### src/rtl/grn_attractor_ctrl.sv
// rtl/grn_attractor_ctrl.sv - Floyd attractor search sequencer for a bank of GRN node stages
//
// Loads a seed into the node bank, steps tortoise (s0) and hare (s1) until
// they meet, optionally measures the attractor period, and reports the result
// over a valid/ready handshake.
//
// Optional feature macro: GRN_CTRL_PERIOD_EN (period measurement phase).
//
// Ports:
//   clk, rst_n            clock (rising edge), asynchronous active-low reset
//   start, seed           run request (sampled in IDLE) and initial state
//   s0_in, s1_in          tortoise / hare state vectors from the nodes
//   reset_nos             node load strobe
//   start_s0, start_s1    tortoise / hare step strobes
//   init_state            captured seed driven to the nodes
//   busy                  high whenever not IDLE
//   out_valid, out_ready  result handshake
//   meet_steps, period    step count at meet, attractor length (0 on timeout)
//   timeout               step limit reached without equality

module grn_attractor_ctrl #(
   parameter int NODES     = 8,
   parameter int STEP_W    = 16,
   parameter int MAX_STEPS = 1000
) (
   input  logic              clk,
   input  logic              rst_n,
   input  logic              start,
   input  logic [NODES-1:0]  seed,
   input  logic [NODES-1:0]  s0_in,
   input  logic [NODES-1:0]  s1_in,
   output logic              reset_nos,
   output logic              start_s0,
   output logic              start_s1,
   output logic [NODES-1:0]  init_state,
   output logic              busy,
   output logic              out_valid,
   input  logic              out_ready,
   output logic [STEP_W-1:0] meet_steps,
   output logic [STEP_W-1:0] period,
   output logic              timeout
);

   localparam logic [STEP_W-1:0] LP_MAX_STEPS = STEP_W'(MAX_STEPS);

   typedef enum logic [2:0] {
      S_IDLE,
      S_LOAD,
      S_ISSUE,
      S_CHECK,
      S_PISSUE,
      S_PCHECK,
      S_RESULT
   } state_t;

   state_t            r_state;
   logic [NODES-1:0]  r_init_state;
   logic [STEP_W-1:0] r_step_cnt;
   logic [STEP_W-1:0] r_meet_steps;
   logic              r_reset_nos;
   logic              r_start_s0;
   logic              r_start_s1;
   logic              r_busy;
   logic              r_out_valid;
   logic              r_timeout;
   logic              w_match;
`ifdef GRN_CTRL_PERIOD_EN
   logic [STEP_W-1:0] r_per_cnt;
   logic [STEP_W-1:0] r_period;
`endif

   assign w_match = (s0_in == s1_in);

   // Strobes are registered alongside the state transition that enters the
   // state they belong to, so they are high exactly while in that state.
   always_ff @(posedge clk or negedge rst_n) begin
      if (!rst_n) begin
         r_state      <= S_IDLE;
         r_init_state <= '0;
         r_step_cnt   <= '0;
         r_meet_steps <= '0;
         r_reset_nos  <= 1'b0;
         r_start_s0   <= 1'b0;
         r_start_s1   <= 1'b0;
         r_busy       <= 1'b0;
         r_out_valid  <= 1'b0;
         r_timeout    <= 1'b0;
`ifdef GRN_CTRL_PERIOD_EN
         r_per_cnt    <= '0;
         r_period     <= '0;
`endif
      end else begin
         r_reset_nos <= 1'b0;
         r_start_s0  <= 1'b0;
         r_start_s1  <= 1'b0;
         case (r_state)
            S_IDLE: begin
               if (start) begin
                  r_init_state <= seed;
                  r_step_cnt   <= '0;
                  r_meet_steps <= '0;
                  r_timeout    <= 1'b0;
`ifdef GRN_CTRL_PERIOD_EN
                  r_per_cnt    <= '0;
                  r_period     <= '0;
`endif
                  r_reset_nos  <= 1'b1;
                  r_busy       <= 1'b1;
                  r_state      <= S_LOAD;
               end
            end
            S_LOAD: begin
               r_start_s0 <= 1'b1;
               r_start_s1 <= 1'b1;
               r_state    <= S_ISSUE;
            end
            S_ISSUE: begin
               r_step_cnt <= r_step_cnt + 1'b1;
               r_state    <= S_CHECK;
            end
            S_CHECK: begin
               if (w_match) begin
                  r_meet_steps <= r_step_cnt;
`ifdef GRN_CTRL_PERIOD_EN
                  r_start_s1   <= 1'b1;
                  r_state      <= S_PISSUE;
`else
                  r_state      <= S_RESULT;
`endif
               end else if (r_step_cnt == LP_MAX_STEPS) begin
                  r_timeout <= 1'b1;
                  r_state   <= S_RESULT;
               end else begin
                  r_start_s0 <= 1'b1;
                  r_start_s1 <= 1'b1;
                  r_state    <= S_ISSUE;
               end
            end
`ifdef GRN_CTRL_PERIOD_EN
            S_PISSUE: begin
               r_per_cnt <= r_per_cnt + 1'b1;
               r_state   <= S_PCHECK;
            end
            S_PCHECK: begin
               if (w_match) begin
                  r_period <= r_per_cnt;
                  r_state  <= S_RESULT;
               end else if (r_per_cnt == LP_MAX_STEPS) begin
                  r_timeout <= 1'b1;
                  r_period  <= '0;
                  r_state   <= S_RESULT;
               end else begin
                  r_start_s1 <= 1'b1;
                  r_state    <= S_PISSUE;
               end
            end
`endif
            S_RESULT: begin
               // The first RESULT cycle lets the result registers settle;
               // out_valid follows one cycle later and holds until taken.
               if (!r_out_valid) begin
                  r_out_valid <= 1'b1;
               end else if (out_ready) begin
                  r_out_valid <= 1'b0;
                  r_busy      <= 1'b0;
                  r_state     <= S_IDLE;
               end
            end
            default: begin
               r_busy      <= 1'b0;
               r_out_valid <= 1'b0;
               r_state     <= S_IDLE;
            end
         endcase
      end
   end

   assign reset_nos  = r_reset_nos;
   assign start_s0   = r_start_s0;
   assign start_s1   = r_start_s1;
   assign init_state = r_init_state;
   assign busy       = r_busy;
   assign out_valid  = r_out_valid;
   assign meet_steps = r_meet_steps;
   assign timeout    = r_timeout;
`ifdef GRN_CTRL_PERIOD_EN
   assign period     = r_period;
`else
   assign period     = '0;
`endif

endmodule
### config.mk
export PLATFORM = sky130hd
export DESIGN_NAME = grn_attractor_ctrl
export DESIGN_NICKNAME = d
export VERILOG_FILES = /design/src/rtl/grn_attractor_ctrl.sv
export SDC_FILE = /design/constraint.sdc
export NUM_CORES = 1
export LEC_CHECK = 0
export ABC_AREA = 0
export CORE_MARGIN = 3
export CORE_UTILIZATION = 55
export CTS_CLUSTER_SIZE = 30
export DETAILED_ROUTE_END_ITERATION = 8
export DONT_BUFFER_PORTS = 1
export GPL_ROUTABILITY_DRIVEN = 0
export PLACE_DENSITY = 0.7
export SLEW_MARGIN = 20
export SYNTH_ARGS = -nofsm -noshare
export SYNTH_HDL_FRONTEND = slang
export SYNTH_SLANG_ARGS = --single-unit
### constraint.sdc
create_clock -name clk -period 4.65 [get_ports clk]
set_input_delay 0.93 -clock clk [delete_from_list [all_inputs] [get_ports clk]]
set_output_delay 0.93 -clock clk [all_outputs]
set_load 0.005 [all_outputs]
==> results of run 1 <==
## flip-flops by register name, indices dropped and copies added (netlist names)
name	flops
busy	1
start_s1	1
out_valid	1
r_state	3
init_state	8
timeout	1
meet_steps	16
reset_nos	1
r_step_cnt	16
## cell usage in the layout, fill, tap and decap left out, types with 4 or more instances in the layout
cell type | netlist | final
sky130_fd_sc_hd__o211ai_1 | 5 | 5
sky130_fd_sc_hd__o21ai_0 | 13 | 13
sky130_fd_sc_hd__mux2i_1 | 19 | 19
sky130_fd_sc_hd__conb_1 | 1 | 16
sky130_fd_sc_hd__inv_1 | 19 | 19
sky130_fd_sc_hd__nand2_1 | 53 | 53
sky130_fd_sc_hd__clkbuf_8 | 0 | 7
sky130_fd_sc_hd__xnor2_1 | 8 | 8
sky130_fd_sc_hd__a21oi_1 | 7 | 7
sky130_fd_sc_hd__dfrtp_1 | 48 | 48
sky130_fd_sc_hd__nand3_1 | 4 | 4
sky130_fd_sc_hd__nand4_1 | 8 | 8
## path summary, 6_finish.rpt
path	start	endpoint
setup / recovery	s1_in[4]	meet_steps[10]
min in group clk	init_state[6]	init_state[6]
hold / removal	rst_n	meet_steps[13]
max in group asynchronous	rst_n	busy
hold reg to reg	init_state[6]	init_state[6]
setup reg to reg	r_state[0]	r_step_cnt[7]
## layer usage
metal	vias to the layer above	global-route usage, %	routed length, um
li1	810	-	-
met1	794	22.7	2000
met2	54	28.4	2000
met3	6	6.65	310
met4	0	5.85	50
met5	-	0	0
## logic make-up after synthesis
logic type / synth area share (%)
xor gates and xnor gates: 2.91
other: 0.156
and+or+nand+nor: 18.4
buffers and inverters: 10.2
AOI/OAI and AO/OA: 9.42
adders and majority gates: 1.04
muxes: 7.91
DFF: 49.9
## worst max-delay path, cell delays in order
cell	delay [ns]
sky130_fd_sc_hd__xnor2_1	0.13
sky130_fd_sc_hd__nand4_1	0.23
sky130_fd_sc_hd__nor3_4	0.88
sky130_fd_sc_hd__mux2i_1	0.26
## metrics by stage
stage | instance area [um2] | utilization (%) | hold slack (ns) | setup WS, ns | cells
global placement | 2370 | 57.6 | 0.491 | 2.11 | 291
CTS | 2470 | 60.0 | 0.310 | 2.38 | 298
detailed placement | 2370 | 57.6 | 0.492 | 2.08 | 291
finish | 2470 | 60.0 | 0.321 | 2.44 | 298
floorplan | 2460 | - | 0.470 | 2.50 | 264
global route | 2470 | 60.0 | 0.294 | 2.24 | 298
## area by class of cell
cell class              instances  area, um2
clock buffers                   7       96.3
fillers                       353       1650
inverters                      21       78.8
multi-input cells             170       1010
flip-flops and latches         48       1200
well taps                      50       62.6
repair buffers                  2       15.0
## power by group
group | total (mW) | internal (mW) | switching [mW]
registers | 0.607 | 0.506 | 0.101
clock network | 0.259 | 0.132 | 0.126
logic | 0.229 | 0.0935 | 0.135
total | 1.09 | 0.732 | 0.362
==> flow_metrics.tcl, run 1 <==
set metrics [dict create \
    outcome "completed" \
    worst_pin_slew_ns 0.994 \
    synth_top_area_share_pct 49.9 \
    grt_start_max_net_pins 49 \
    dpl.hpwl_mm 2.96 \
    cellPowerDensity_nw_per_um2 443 \
    ir_drop_worst_case_vdd_v 0.000230 \
    floorplan.die.height_um 72.1 \
    cp_data_required_time_ns 4.87 \
    synth_sequential_area_ratio_pct 49.9 \
    yosys_top_cell_by_area "sky130_fd_sc_hd__dfrtp_1" \
    total_power_mw 1.09 \
    detail_route.wirelength_mm 4.36 \
    worstSkewPairLatency_ns 0.29 \
    floorplan.core_area_um2 4120 \
    synth-async-reset-ratio_pct 100 \
    tritoncts "built" \
    rsz0062_at_grt "false" \
    drtAntennaViolNets 0 \
    synth.cell_area_um2 2400 \
    grt_pass1_wl_mm 7.22 \
    relSlewSlack_pct 33.5 \
    report.final.setup_viol 0 \
    power.static_leakage_nw 1.10 \
    yosys-top-cells-count "sky130_fd_sc_hd__nand2_1 (53), sky130_fd_sc_hd__dfrtp_1 (48), sky130_fd_sc_hd__inv_1 (19), sky130_fd_sc_hd__mux2i_1 (19), sky130_fd_sc_hd__buf_4 (17)" \
    floorplan.initialDensity_pct 58.4 \
    cts_root_buffer "sky130_fd_sc_hd__clkbuf_8" \
    type_of_the_worst_setup_path "primary input to flip-flop" \
    number_of_warning_messages_in_the_yosys_log 0 \
    grt_pass1_vias 1554 \
    critical_path_arrival_ns 2.43 \
    final_period_minus_worst_setup_slack_ns 2.21 \
    drt-wirelength-per-cell_um 14.6 \
    io_pins 74 \
    syn_to_final_growth_pct 2.60 \
    synth_enable_flop_cells 0 \
    fmax_mhz 452 \
    final_hold_viol_count 0 \
    vias_per_cell 5.58 \
    post_cts_resize_count 0 \
    dr_total_vias 1664 \
    ctsHoldBuffers 0 \
    syn-mean-instance-area_um2 9.66 \
    portBuffers 0 \
    synth_most_common_cell "sky130_fd_sc_hd__nand2_1" \
    nets 278 \
    post_route_cells_drive_above_1_share_pct 5.24 \
    synth_seq_cells 48 \
    row_count 23 \
    reg2regPathDepth 7 \
    grt_antenna_before_repair 0 \
    clkSinkCount 48 \
    first_iter_violations 99 \
    bufs_on_longest_clock_path 2 \
    max-cap-violations 0 \
    detail_route.drc_violations 0 \
    hold_path.class "primary input to async pin" \
    design.die.area_um2 5200 \
    fin_crit_sh_pct 47.6 \
    cts_htree_levels 2 \
    globalRouteOverflowTotal 0 \
    post_cts_buffers 0 \
    dominantRegCellSynth "sky130_fd_sc_hd__dfrtp_1" \
    top_cells_by_area_synth "sky130_fd_sc_hd__dfrtp_1 (50%), sky130_fd_sc_hd__nand2_1 (8.3%), sky130_fd_sc_hd__mux2i_1 (7.9%)" \
    synth.distinct_cells 40 \
    finalClockSkew_ns 0.00299 \
    insertedDiodeCount 0 \
    timing.critical_path.from_type "primary input" \
    timing_max_transition_violations_final 0 \
    grt.total_usage_pct 17.9 \
    number_of_detailed_route_iterations_in_the_first_pass 4 \
    clock_pin_slew_on_the_worst_setup_and_hold_paths_ns 0.08 \
    tns_ns 0 \
    critical_path.endpoint_type "flip-flop" \
    die_w_um 72.1 \
    post_synth_inst_count 249 \
    cts_inserted_buffers 5 \
    worstPathMaxFanout 16 \
    rrSetupSlack_ns 2.66 \
]
No activity file was read; power rests on OpenSTA's default activity.
==> run 2, diff against run 1 <==
--- a/config.mk
+++ b/config.mk
@@ -12,7 +12,7 @@
 export DETAILED_ROUTE_END_ITERATION = 8
 export DONT_BUFFER_PORTS = 1
 export GPL_ROUTABILITY_DRIVEN = 0
-export PLACE_DENSITY = 0.7
+export PLACE_DENSITY = 0.73
 export SLEW_MARGIN = 20
 export SYNTH_ARGS = -nofsm -noshare
 export SYNTH_HDL_FRONTEND = slang
==> constraint.sdc (replaced) <==
create_clock -name clk -period 1.88 [get_ports clk]
set_input_delay 0.376 -clock clk [delete_from_list [all_inputs] [get_ports clk]]
set_output_delay 0.376 -clock clk [all_outputs]
set_load 0.005 [all_outputs]
==> run 2 against run 1 <==
Wire length is 5.5% higher. Total power grew to 2.5 times the previous value. Via count is 2.8% higher. Die area stayed put. Design area is 3.4% higher. Core utilization is 2.0 points higher. Sequential share of layout area is 1.6 points lower. Critical path depth is 1 higher. First-iteration DRC count is 69% higher. Critical endpoint is now r_step_cnt[14]. Worst setup slack worse by 2.3 ns. Critical path type is now flip-flop to flip-flop. Register-to-register slack worse by 2.5 ns. Combinational power grew to 2.8 times the previous value.
==> flow_metrics.tcl, run 2 (synthesized netlist as in run 1, its figures left out) <==
set metrics [dict create \
    outcome "completed" \
    ctsHoldBuffers 2 \
    type_of_the_worst_setup_path "flip-flop to flip-flop" \
    cts_root_buffer "sky130_fd_sc_hd__clkbuf_8" \
    floorplan.die.height_um 72.1 \
    post-route-cell-area_um2 2550 \
    cts_htree_levels 2 \
    worstSkewPairLatency_ns 0.30 \
    ir_drop_worst_case_vdd_v 0.000613 \
    holdPathEnd "init_state[6]" \
    power.static_leakage_nw 1.15 \
    report.final.setup_viol 0 \
    timing.rr.end "r_step_cnt[14]" \
    grt_antenna_before_repair 0 \
    insertedDiodeCount 0 \
    first_iter_violations 167 \
    drtAntennaViolNets 0 \
    drt-wirelength-per-cell_um 15.0 \
    rrSetupSlack_ns 0.18 \
    fin_crit_sh_pct 90.7 \
    clkSinkCount 48 \
    grt.total_usage_pct 19.7 \
    cellPowerDensity_nw_per_um2 1080 \
    grt_pass1_wl_mm 8.00 \
    r2r-start "r_step_cnt[0]" \
    layoutNonFillerInstCount 306 \
    final_common_cell "sky130_fd_sc_hd__nand2_1" \
    detail_route.wirelength_mm 4.60 \
    nets 285 \
    tritoncts "built" \
    worst_path_largest_cell_delay_ns 0.42 \
    row_count 23 \
    dpl.hpwl_mm 3.20 \
    design.die.area_um2 5200 \
    globalRouteOverflowTotal 0 \
    min_delay_path_depth 2 \
    floorplan.core_area_um2 4120 \
    clock_pin_slew_on_the_worst_setup_and_hold_paths_ns 0.09 \
    total_power_mw 2.77 \
    rsz0062_at_grt "false" \
    grt_pass1_vias 1706 \
    critPathSlowestCell "sky130_fd_sc_hd__dfrtp_1" \
    most_frequent_cells_in_the_layout "sky130_fd_sc_hd__nand2_1 (53), sky130_fd_sc_hd__dfrtp_1 (48), sky130_fd_sc_hd__inv_1 (19), sky130_fd_sc_hd__mux2i_1 (19), sky130_fd_sc_hd__conb_1 (16)" \
    placedCellCount 296 \
    crit_buf_inv 0 \
    syn_to_final_growth_pct 6.09 \
    post_cts_buffers 0 \
    setup_slack_ns 0.175 \
    reg2regPathDepth 5 \
    hold_path.class "primary input to flip-flop" \
    critical_path.cell_chain "ha_1, and4_1, nand4_1, or4_1, o211ai_1" \
    cts_inserted_buffers 5 \
    grt_start_max_net_pins 49 \
    critical_path_arrival_ns 1.93 \
    hold_path_startpoint "seed[6]" \
    critical_path.endpoint_type "flip-flop" \
    dr_total_vias 1711 \
    critical_path.top_delay_family "simple AND/OR/NAND/NOR gates" \
    post_cts_resize_count 0 \
    io_pins 74 \
    final_util_pct 62.0 \
    fmax_mhz 587 \
    finalClockSkew_ns 0.00707 \
    final_period_minus_worst_setup_slack_ns 1.70 \
    timing.critical_path.from_type "flip-flop" \
    timing_max_transition_violations_final 0 \
    number_of_detailed_route_iterations_in_the_first_pass 4 \
    final_hold_viol_count 0 \
    dpl_worst_slack_ns 0.207 \
    bufs_on_longest_clock_path 2 \
    max-cap-violations 0 \
    vias_per_cell 5.59 \
    die_w_um 72.1 \
    fin_hold_ws_ns 0.176 \
    detail_route.drc_violations 0 \
    cp_data_required_time_ns 2.10 \
    tns_ns 0 \
    post_route_cells_drive_above_1_share_pct 7.81 \
    detailed_place.area_um2 2420 \
    portBuffers 0 \
    worstPathMaxFanout 6 \
    floorplan.initialDensity_pct 58.4 \
]
run 2: changes by cell type in the layout (fill, tap and decap cells not counted), sizes merged:
| cell | before | now |
|---|---|---|
| clkbuf | 7 | 6 |
| buf | 2 | 8 |
| dlygate4sd3 | 0 | 1 |
| clkinv | 0 | 2 |
run 2: worst register-to-register path: stages (launching register included):
cell                       delay (ns)
sky130_fd_sc_hd__dfrtp_1         0.42
sky130_fd_sc_hd__ha_1            0.23
sky130_fd_sc_hd__and4_1          0.32
sky130_fd_sc_hd__nand4_1         0.15
sky130_fd_sc_hd__or4_1           0.42
sky130_fd_sc_hd__o211ai_1        0.10
run 2: layout make-up:
class                           instances  area (um2)
Clock buffer                            6        82.6
Clock inverter                          2        10.0
Fill cell                             366        1560
Inverter                               21        78.8
Multi-Input combinational cell        170        1010
Sequential cell                        48        1200
Tap cell                               50        62.6
Timing Repair Buffer                    9         103
run 2: metal layers:
| layer | vias up | global-route usage, % | share of wire, % |
|---|---|---|---|
| li1 | 827 | - | - |
| met2 | 62 | 30.6 | 46 |
| met1 | 814 | 26.0 | 45 |
| met3 | 8 | 5.26 | 6.7 |
| met4 | 0 | 8.35 | 1.6 |
| met5 | - | 0 | 0 |
run 2: how the worst max path moves through the flow:
stage,start,end,cells past startpoint
after CTS,r_step_cnt[0],r_step_cnt[14],5
after floorplan,r_state[2],r_step_cnt[14],4
after global placement,r_step_cnt[0],r_step_cnt[14],5
final,r_step_cnt[0],r_step_cnt[14],5
after global routing,r_step_cnt[0],r_step_cnt[14],5
after detailed placement,r_step_cnt[0],r_step_cnt[14],5
run 2: power breakdown:
part | leakage, nW | internal (mW) | switching (mW)
Sequential | 0.632 | 1.25 | 0.252
Combinational | 0.465 | 0.267 | 0.368
Clock | 0.0510 | 0.294 | 0.335
Total | 1.15 | 1.81 | 0.955
==> run 3, diff against run 2 <==
==> constraint.sdc (replaced) <==
create_clock -name clk -period 1.88 [get_ports clk]
set_input_delay 0.47 -clock clk [delete_from_list [all_inputs] [get_ports clk]]
set_output_delay 0.47 -clock clk [all_outputs]
set_load 0.005 [all_outputs]
==> run 3 against run 2 <==
Worst setup slack improved by 0.038 ns. Design area about the same. Non-clock buffer count unchanged. Register-to-register slack improved by 0.04 ns. First-iteration DRC count decreased by 21%. Global-route usage decreased by 1.3 points. Via count decreased by 2.1%. Sequential share of layout area about the same. Cell count decreased by 0.33%. Combinational power about the same. Wire length decreased by 3.5%. Highest routed layer unchanged.
==> flow_metrics.tcl, run 3 (synthesized netlist as in run 1, its figures left out) <==
set metrics [dict create \
    cts_inserted_buffers 5 \
    fin_crit_sh_pct 88.7 \
    ir_drop_worst_case_vdd_v 0.000545 \
    worstPathMaxFanout 6 \
    cellPowerDensity_nw_per_um2 1080 \
    io_pins 74 \
    cts_htree_levels 2 \
    tns_ns 0 \
    tritoncts "built" \
    grt_pass1_vias 1666 \
    detail_route.wirelength_mm 4.44 \
    row_count 23 \
    cp_data_required_time_ns 2.09 \
    critical_path_arrival_ns 1.88 \
    clock_pin_slew_on_the_worst_setup_and_hold_paths_ns 0.08 \
    grt_antenna_before_repair 0 \
    fillCellCount 353 \
    type_of_the_worst_setup_path "flip-flop to flip-flop" \
    most_frequent_cells_in_the_layout "sky130_fd_sc_hd__nand2_1 (53), sky130_fd_sc_hd__dfrtp_1 (48), sky130_fd_sc_hd__inv_1 (19), sky130_fd_sc_hd__mux2i_1 (19), sky130_fd_sc_hd__conb_1 (16)" \
    final_hold_viol_count 0 \
    floorplan.die.height_um 72.1 \
    floorplan.initialDensity_pct 58.4 \
    syn_to_final_growth_pct 6.14 \
    drtAntennaViolNets 0 \
    vias_per_cell 5.49 \
    rsz0062_at_grt "false" \
    first_iter_violations 132 \
    dr_total_vias 1675 \
    ctsHoldBuffers 1 \
    post_cts_resize_count 0 \
    fin_hold_ws_ns 0.0172 \
    max-cap-violations 0 \
    cts_root_buffer "sky130_fd_sc_hd__clkbuf_8" \
    post_cts_buffers 0 \
    power.static_leakage_nw 1.15 \
    outcome "completed" \
    critical_path.endpoint_type "flip-flop" \
    final_period_minus_worst_setup_slack_ns 1.67 \
    die_w_um 72.1 \
    number_of_detailed_route_iterations_in_the_first_pass 4 \
    hold_path.class "primary input to async pin" \
    globalRouteOverflowTotal 0 \
    clkSinkCount 48 \
    timing_max_transition_violations_final 0 \
    finalClockSkew_ns 0.00472 \
    insertedDiodeCount 0 \
    floorplan.core_area_um2 4120 \
    nets 285 \
    grt_start_max_net_pins 49 \
    grt.total_usage_pct 18.3 \
    drt-wirelength-per-cell_um 14.6 \
    worstSkewPairLatency_ns 0.29 \
    post_route_cells_drive_above_1_share_pct 7.84 \
    design.die.area_um2 5200 \
    fmax_mhz 600 \
    final_common_cell "sky130_fd_sc_hd__nand2_1" \
    timing.critical_path.from_type "flip-flop" \
    portBuffers 0 \
    dpl.hpwl_mm 3.19 \
    detail_route.drc_violations 0 \
    bufs_on_longest_clock_path 2 \
    grt_pass1_wl_mm 7.56 \
    post-route-cell-area_um2 2550 \
    detailed_place.area_um2 2430 \
    report.final.setup_viol 0 \
]
-- run 3: changes by cell type in the layout (fill, tap and decap cells not counted) --
cell                            before  now
sky130_fd_sc_hd__clkinv_2            2    0
sky130_fd_sc_hd__buf_4               6    7
sky130_fd_sc_hd__dlygate4sd3_1       1    0
sky130_fd_sc_hd__clkbuf_8            6    7
-- run 3: metal layers --
metal	share of wire, %	wire length (um)	vias to the layer above	GRT usage [%]
met5	0	0	-	0
met4	0.50	22	0	4.59
met3	6.6	291	2	4.71
met2	48	2150	61	30.0
met1	44	1970	790	24.4
li1	-	-	822	-
-- run 3: power breakdown --
group | internal (mW) | total (mW) | switching [mW]
logic | 0.268 | 0.633 | 0.365
registers | 1.25 | 1.50 | 0.251
clock network | 0.327 | 0.628 | 0.301
total | 1.85 | 2.76 | 0.916
-- run 3: worst max-delay path, cell delays in order, from the launching register on --
cell and delay (ns):
sky130_fd_sc_hd__dfrtp_1 0.41, sky130_fd_sc_hd__ha_1 0.22, sky130_fd_sc_hd__and4_1 0.31, sky130_fd_sc_hd__nand4_1 0.14, sky130_fd_sc_hd__or4_1 0.42, sky130_fd_sc_hd__o211ai_1 0.09
-- run 3: metrics by stage --
step | total power [mW] | setup slack (ns) | utilization (%) | std cells
after floorplan | 1.96 | 0.193 | - | 264
after global placement | 2.10 | 0.263 | 59.0 | 297
after detailed placement | 2.13 | 0.230 | 59.0 | 297
after CTS | 2.80 | 0.213 | 62.0 | 305
after global routing | 2.98 | 0.110 | 62.0 | 305
final | 2.76 | 0.213 | 62.0 | 305
-- run 3: area by class of cell --
type / count / area, um2 / area share, %
flip-flops and latches: 48 / 1200 / 47.1
clock buffers: 7 / 96.3 / 3.77
repair buffers: 9 / 100 / 3.92
well taps: 50 / 62.6 / 2.45
inverters: 21 / 78.8 / 3.09
multi-input cells: 170 / 1010 / 39.7
-- run 3: final timing paths --
check / startpoint / to / slack [ns] / depth (start not counted)
max: r_step_cnt[0] / r_step_cnt[14] / 0.21 / 5
min: rst_n / meet_steps[14] / 0.02 / 1
max reg2reg: r_step_cnt[0] / r_step_cnt[14] / 0.21 / 5
min reg2reg: init_state[2] / init_state[2] / 0.51 / 2
max in group asynchronous: rst_n / meet_steps[8] / 1.66 / 1
min in group clk: seed[0] / init_state[0] / 0.29 / 2
